`src/rtl/pipe_stage_elastic.sv`:
```
// rtl/pipe_stage_elastic.sv - two-entry elastic pipeline stage with skid buffer and stall counter
module pipe_stage_elastic #(
   parameter int unsigned      WIDTH       = 32,
   parameter logic [WIDTH-1:0] RESET_VALUE = '0,
   parameter int unsigned      CNT_W       = 16
) (
   input  logic             clk,
   input  logic             rst,
   input  logic             flush,
   input  logic             hold,
   input  logic             stat_clr,
   input  logic             in_valid,
   output logic             in_ready,
   input  logic [WIDTH-1:0] in_data,
   output logic             out_valid,
   input  logic             out_ready,
   output logic [WIDTH-1:0] out_data,
   output logic [1:0]       occupancy,
   output logic [CNT_W-1:0] stall_count
);

   typedef enum logic [1:0] {
      ST_EMPTY = 2'd0,
      ST_ONE   = 2'd1,
      ST_FULL  = 2'd2
   } state_t;

   state_t           r_state;
   state_t           w_state_nxt;
   logic [WIDTH-1:0] r_main;
   logic [WIDTH-1:0] r_skid;
   logic [WIDTH-1:0] w_main_nxt;
   logic [WIDTH-1:0] w_skid_nxt;
   logic [CNT_W-1:0] r_stall;
   logic             w_accept;
   logic             w_drain;
   logic             w_stall_inc;
   logic             w_stall_sat;

   // in_ready depends only on registered state plus the freeze/kill controls,
   // so upstream never sees a combinational path from out_ready.
   // rst is folded in because state is already EMPTY during reset.
   assign in_ready    = (r_state != ST_FULL) & ~hold & ~flush & ~rst;
   assign out_valid   = (r_state != ST_EMPTY) & ~hold & ~flush & ~rst;
   assign w_accept    = in_valid & in_ready;
   assign w_drain     = out_valid & out_ready;
   assign out_data    = r_main;
   assign occupancy   = (r_state == ST_FULL) ? 2'd2 :
                        (r_state == ST_ONE)  ? 2'd1 : 2'd0;
   assign stall_count = r_stall;

   // A held entry that cannot leave this cycle counts as a stall; flush cycles do not.
   assign w_stall_inc = (r_state != ST_EMPTY) & ~flush & (hold | ~out_ready);
   assign w_stall_sat = &r_stall;

   // State and data registers; reset and flush both return to the empty stage.
   always_ff @(posedge clk or posedge rst) begin
      if (rst) begin
         r_state <= ST_EMPTY;
         r_main  <= RESET_VALUE;
         r_skid  <= RESET_VALUE;
      end else begin
         r_state <= w_state_nxt;
         r_main  <= w_main_nxt;
         r_skid  <= w_skid_nxt;
      end
   end

   // Next state and data; hold needs no branch since it already blocks accept and drain.
   always_comb begin
      w_state_nxt = r_state;
      w_main_nxt  = r_main;
      w_skid_nxt  = r_skid;
      if (flush) begin
         w_state_nxt = ST_EMPTY;
         w_main_nxt  = RESET_VALUE;
         w_skid_nxt  = RESET_VALUE;
      end else begin
         case (r_state)
            ST_EMPTY: begin
               if (w_accept) begin
                  w_state_nxt = ST_ONE;
                  w_main_nxt  = in_data;
               end
            end
            ST_ONE: begin
               if (w_accept && w_drain) begin
                  w_main_nxt = in_data;
               end else if (w_accept) begin
                  w_state_nxt = ST_FULL;
                  w_skid_nxt  = in_data;
               end else if (w_drain) begin
                  w_state_nxt = ST_EMPTY;
               end
            end
            ST_FULL: begin
               if (w_drain) begin
                  w_state_nxt = ST_ONE;
                  w_main_nxt  = r_skid;
               end
            end
            default: begin
               w_state_nxt = ST_EMPTY;
            end
         endcase
      end
   end

   // Saturating back-pressure counter; a clear wins over a same-cycle increment.
   always_ff @(posedge clk or posedge rst) begin
      if (rst) begin
         r_stall <= '0;
      end else if (stat_clr) begin
         r_stall <= '0;
      end else if (w_stall_inc && !w_stall_sat) begin
         r_stall <= r_stall + {{(CNT_W-1){1'b0}}, 1'b1};
      end
   end

endmodule

```
`config.mk`:
```
export PLATFORM = sky130hd
export DESIGN_NAME = pipe_stage_elastic
export DESIGN_NICKNAME = d
export VERILOG_FILES = /design/src/rtl/pipe_stage_elastic.sv
export SDC_FILE = /design/constraint.sdc
export NUM_CORES = 1
export LEC_CHECK = 0
export ABC_AREA = 0
export CORE_ASPECT_RATIO = 1.5
export CORE_UTILIZATION = 50
export DETAILED_ROUTE_END_ITERATION = 8
export GPL_ROUTABILITY_DRIVEN = 0
export MAX_ROUTING_LAYER = met4
export PLACE_DENSITY = 0.79
export RECOVER_POWER = 100
export SLEW_MARGIN = 10
export SYNTH_ARGS = -nofsm -noshare
export SYNTH_HDL_FRONTEND = slang
export SYNTH_SLANG_ARGS = --single-unit
```
`constraint.sdc`:
```
create_clock -name clk -period 3.6 [get_ports clk]
set_input_delay 0.72 -clock clk [delete_from_list [all_inputs] [get_ports clk]]
set_output_delay 0.72 -clock clk [all_outputs]
set_load 0.02 [all_outputs]
```
== Word level (Yosys, flattened, before mapping) ==
Cells that the tools add are included.
Operators by class
  $add $sub $neg: 1
  $mul: 0
  divide/modulo/power cells: 0
  $lt $le $gt $ge: 0
  equality and inequality tests: 9
  shift operators: 0
  mux-type cells: 19
  bitwise operators: 15
  reduce and logical (&&, ||, !) cells: 13
Operators with widths (number)
  $mux 32: 7
  $pmux 32 s3: 1
  $mux 16: 2
  $add 16x1->16 const B: 1
  $reduce_and 16->1: 1
  $mux 2: 7
  $and 1x1->1: 10
  $ne 3x3->1 const B: 3
  $reduce_and 4->1: 2
  $reduce_bool 2->1: 4
  $pmux 2 s3: 1
  $ne 2x2->1 const B: 2
  $ne 4x4->1 const B: 1
  $not 1->1: 4
  $reduce_bool 4->1: 1
  $ne 3x2->1 const B: 1
  $reduce_and 3->1: 1
  $eq 2x1->1 const B: 1
  $eq 2x2->1 const B: 1
  $logic_and 1x1->1: 2
  $logic_not 2->1: 1
  $logic_not 1->1: 1
  $mux 1: 1
  $or 1x1->1: 1
Word-level totals
  flip-flop bits (word level): 82
  bits in latches: 0
  RAM bits: 0
  ROM bits: 0
  output and inout port bits: 52
  memories: 0

== Logic depth before layout (Yosys ltp) ==
  depth in word-level cells: 10
  mapped depth: 8

== Worst setup path before layout ==
No wires, ideal clock.
  path type: input -> register
  start point: in flush
  end point: reg r_stall[8] (netlist: stall_count[8])
  library setup time: 0.125 ns
  arrival time: 2.137 ns
  slack: 1.338 ns
  stages on the path: 7
  path through: buf_6 > o21bai_4 > or2_0 > clkbuf_1 > buf_2 > nor4_1 > mux2_2
Between the ends
  longest elaborated chain between the ends: 5
RTL lines
  start: declaration: RTL line 9  | input logic flush,
  $not 1->1: RTL line 53  | assign w_stall_inc = (r_state != ST_EMPTY) & ~flush & (hold | ~out_ready);
  $and 1x1->1 (2 in a row): RTL line 53
  $logic_and 1x1->1: RTL line 115  | end else if (w_stall_inc && !w_stall_sat) begin
  $reduce_bool 2->1 (no line)
  end signal: assignment: RTL line 116  | r_stall <= r_stall + {{(CNT_W-1){1'b0}}, 1'b1};
  end: declaration: RTL line 34  | logic [CNT_W-1:0] r_stall;
Every way passes these cells.
A chain may end at the register's enable or synchronous reset.

== Worst setup path in the final report ==
  start point: in rst
  end point: out in_ready
Between the ends
  longest elaborated chain between the ends: 2
RTL lines
  start: declaration: RTL line 8  | input logic rst,
  $not 1->1: RTL line 43  | assign in_ready = (r_state != ST_FULL) & ~hold & ~flush & ~rst;
  $and 1x1->1: RTL line 43
  end: declaration: RTL line 13  | output logic in_ready,
Every way passes these cells.

==> results_dict.tcl <==
set metrics [dict create \
    status "finished with violations" \
    violations "max-capacitance violations, max-slew violations" \
    overflow 0 \
    cp_max_fo 3 \
    htree_levels 3 \
    n_antenna_cell 0 \
    p_leak_nw 2.45 \
    fin_crit_sh_pct 89.0 \
    syn_avg_cell_area_um2 9.21 \
    netlist_instances 444 \
    cp.arrival_ps 2480 \
    regArea_mm2 0.00205 \
    firstDrtPassIters 4 \
    syn-num-nets 484 \
    finalSetupViolCount 0 \
    yosysSeqAreaShare_pct 50.2 \
    drt-total-wl_um 9910 \
    pin_count 91 \
    min_path_type "reg2reg" \
    fin_ws_ps 397 \
    hold_buffers 0 \
    ys_warn_count 0 \
    cap_violations 1 \
    power_density_mw_per_mm2 390 \
    fin_nets 561 \
    dp_slack_ps 561 \
    dieArea_mm2 0.00856 \
    antenna_found_initial 0 \
    clk_path_buf_depth 2 \
    synth_top_area_share_pct 50.2 \
    tns_ps 0 \
    rows 40 \
    n_fill_cell 646 \
    utilization_pct 66.6 \
    coreArea_mm2 0.00796 \
    cts-root-buf "clkbuf_16" \
    start_util_pct 51.4 \
    finalHoldViolations 0 \
    use_met1_pct 31.4 \
    ys_ff_latch 82 \
    cts_tree "done" \
    startpoint_type "input port" \
    clock-sinks 82 \
    first_iter_violations 231 \
    track_usage_pct 25.8 \
    avgRoutedWirePerCell_um 15.8 \
    end_kind "primary output" \
    viasPerCell 5.60 \
    yosysTopAreaCell "dfrtp_1" \
    critPathKind "in2out" \
    fin_skew_ps 5.25 \
    grt_max_degree 68 \
    route.detailed.drc 0 \
    path_clk_slew_ps 60 \
    antenna_left 0 \
    synthTopCellsByArea "dfrtp_1 (50%), nand2_1 (12%), mux2_2 (11%)" \
    top_usage_layer "met2" \
    multiInputGateArea_mm2 0.00189 \
    ctsResizeCount 0 \
    min_period_ps 3200 \
    required_ps 2880 \
    io_buffers 90 \
    yosysUniqueCellTypes 39 \
    hold_ws_ps 498 \
    max-vdd-ir-drop_mv 0.319 \
    rsz0062_at_grt "no" \
    grt_pass1_vias 3491 \
    clock_latency_ps 330 \
    die_x_um 75.9 \
    die-height_um 113 \
    clock.fmax_mhz 312 \
    grtUsageMet2_pct 41.7 \
    drv_slew 34 \
    area_growth_pct 29.5 \
    met3_usage_pct 4.45 \
    grt_pass1_wl_um 16300 \
    tightest_slew_ps 1520 \
    drive_gt1_share_pct 11.8 \
    vias 3524 \
    synth_area_mm2 0.00409 \
    slew_headroom_pct -1.36 \
    cts_setup_buffers 0 \
    dp_hpwl_um 6310 \
    cts_inserted_buffers 9 \
]
[Yosys cell counts]
library cell  instances
buf_6                 1
o22ai_1               1
o21bai_1              1
and4_1                1
nand2_1             135
or2_2                 1
nand2b_1              1
o211ai_1              1
and3_1                2
or4_1                 7
nor2_1               12
nand3_1               7
dfrtp_1              82
mux2_2               39
nor2b_1               9
buf_2                 9
clkbuf_1             21
inv_1                 2
or2_0                 1
mux2i_1               1
or3_1                 3
nor4bb_1              1
o31ai_1               6
ha_1                  1
nor4_1                5
or3b_2                1
a21oi_1              57
clkinv_1              1
a211o_1               1
nand4_1               4
and2_1                1
or4_4                 1
o21bai_4              1
nor4_4                1
nand4_2               1
o21ai_0               3
a31oi_1               1
nor3_1                3
nand3b_1             18
[flip-flops by register name, summed over array words and instances, names as in the netlist]
name and flops:
out_data 32, r_skid 32, stall_count 16, r_state 2
[stage by stage]
stage	instances	power, mW	instance area, um^2
global route	629	2.15	5300
CTS	629	2.10	5320
global placement	615	1.28	5060
detailed placement	615	1.29	5060
finish	629	2.07	5300
floorplan	444	1.14	4090
[cells in the final DEF, fill, tap and decap left out, types with 3 or more instances in the layout]
| cell | instances |
|---|---|
| nand2_1 | 135 |
| dfrtp_1 | 82 |
| a21oi_1 | 56 |
| dlygate4sd3_1 | 53 |
| mux2_2 | 39 |
| clkdlybuf4s50_1 | 36 |
| nand3b_1 | 18 |
| nor2_1 | 12 |
| nor2b_1 | 9 |
| clkbuf_16 | 9 |
| or4_1 | 8 |
| nand3_1 | 7 |
| o31ai_1 | 6 |
| nand4_1 | 5 |
| nor4_1 | 5 |
| clkbuf_1 | 5 |
| buf_4 | 4 |
| nor3_1 | 3 |
| or3_1 | 3 |
| o21ai_0 | 3 |
[logic make-up after synthesis]
family / synth area share [%]
and+or+nand+nor: 25.2
DFF: 50.2
AOI/OAI and AO/OA: 9.79
muxes: 11.0
buffers and inverters: 3.58
adders and majority gates: 0.306
[critical path, cell delays in order]
cell,delay (ps)
dlygate4sd3_1,580
or3_1,370
nor2_1,130
dlygate4sd3_1,680
[final timing paths]
| kind | startpoint | to | slack [ps] | cells past startpoint |
|---|---|---|---|---|
| setup / recovery | rst | in_ready | 400 | 4 |
| hold / removal | out_data[20] | out_data[20] | 500 | 1 |
| setup reg to reg | stall_count[0] | stall_count[13] | 1210 | 5 |
| hold reg to reg | out_data[20] | out_data[20] | 500 | 1 |
| max in group asynchronous | rst | r_skid[7] | 1790 | 3 |
| min in group asynchronous | rst | out_data[19] | 1020 | 2 |
[power by group]
part           switching [mW]  internal [mW]  total [mW]
registers              0.0196          0.958       0.978
clock network           0.334          0.479       0.813
logic                   0.143          0.135       0.278
[layout make-up]
| type | count | area share [%] |
|---|---|---|
| flip-flops and latches | 82 | 38.7 |
| multi-input cells | 328 | 35.7 |
| repair buffers | 97 | 18.0 |
| clock buffers | 14 | 4.79 |
| well taps | 105 | 2.48 |
| inverters | 3 | 0.236 |
[metal layers]
layer	wire length [um]	part of all wire, %	up-vias
met3	412	4.2	15
met4	208	2.1	0
met1	4100	41	1742
li1	-	-	1663
met5	0	0	-
met2	5190	52	104
(Power assumes the default switching activity.)
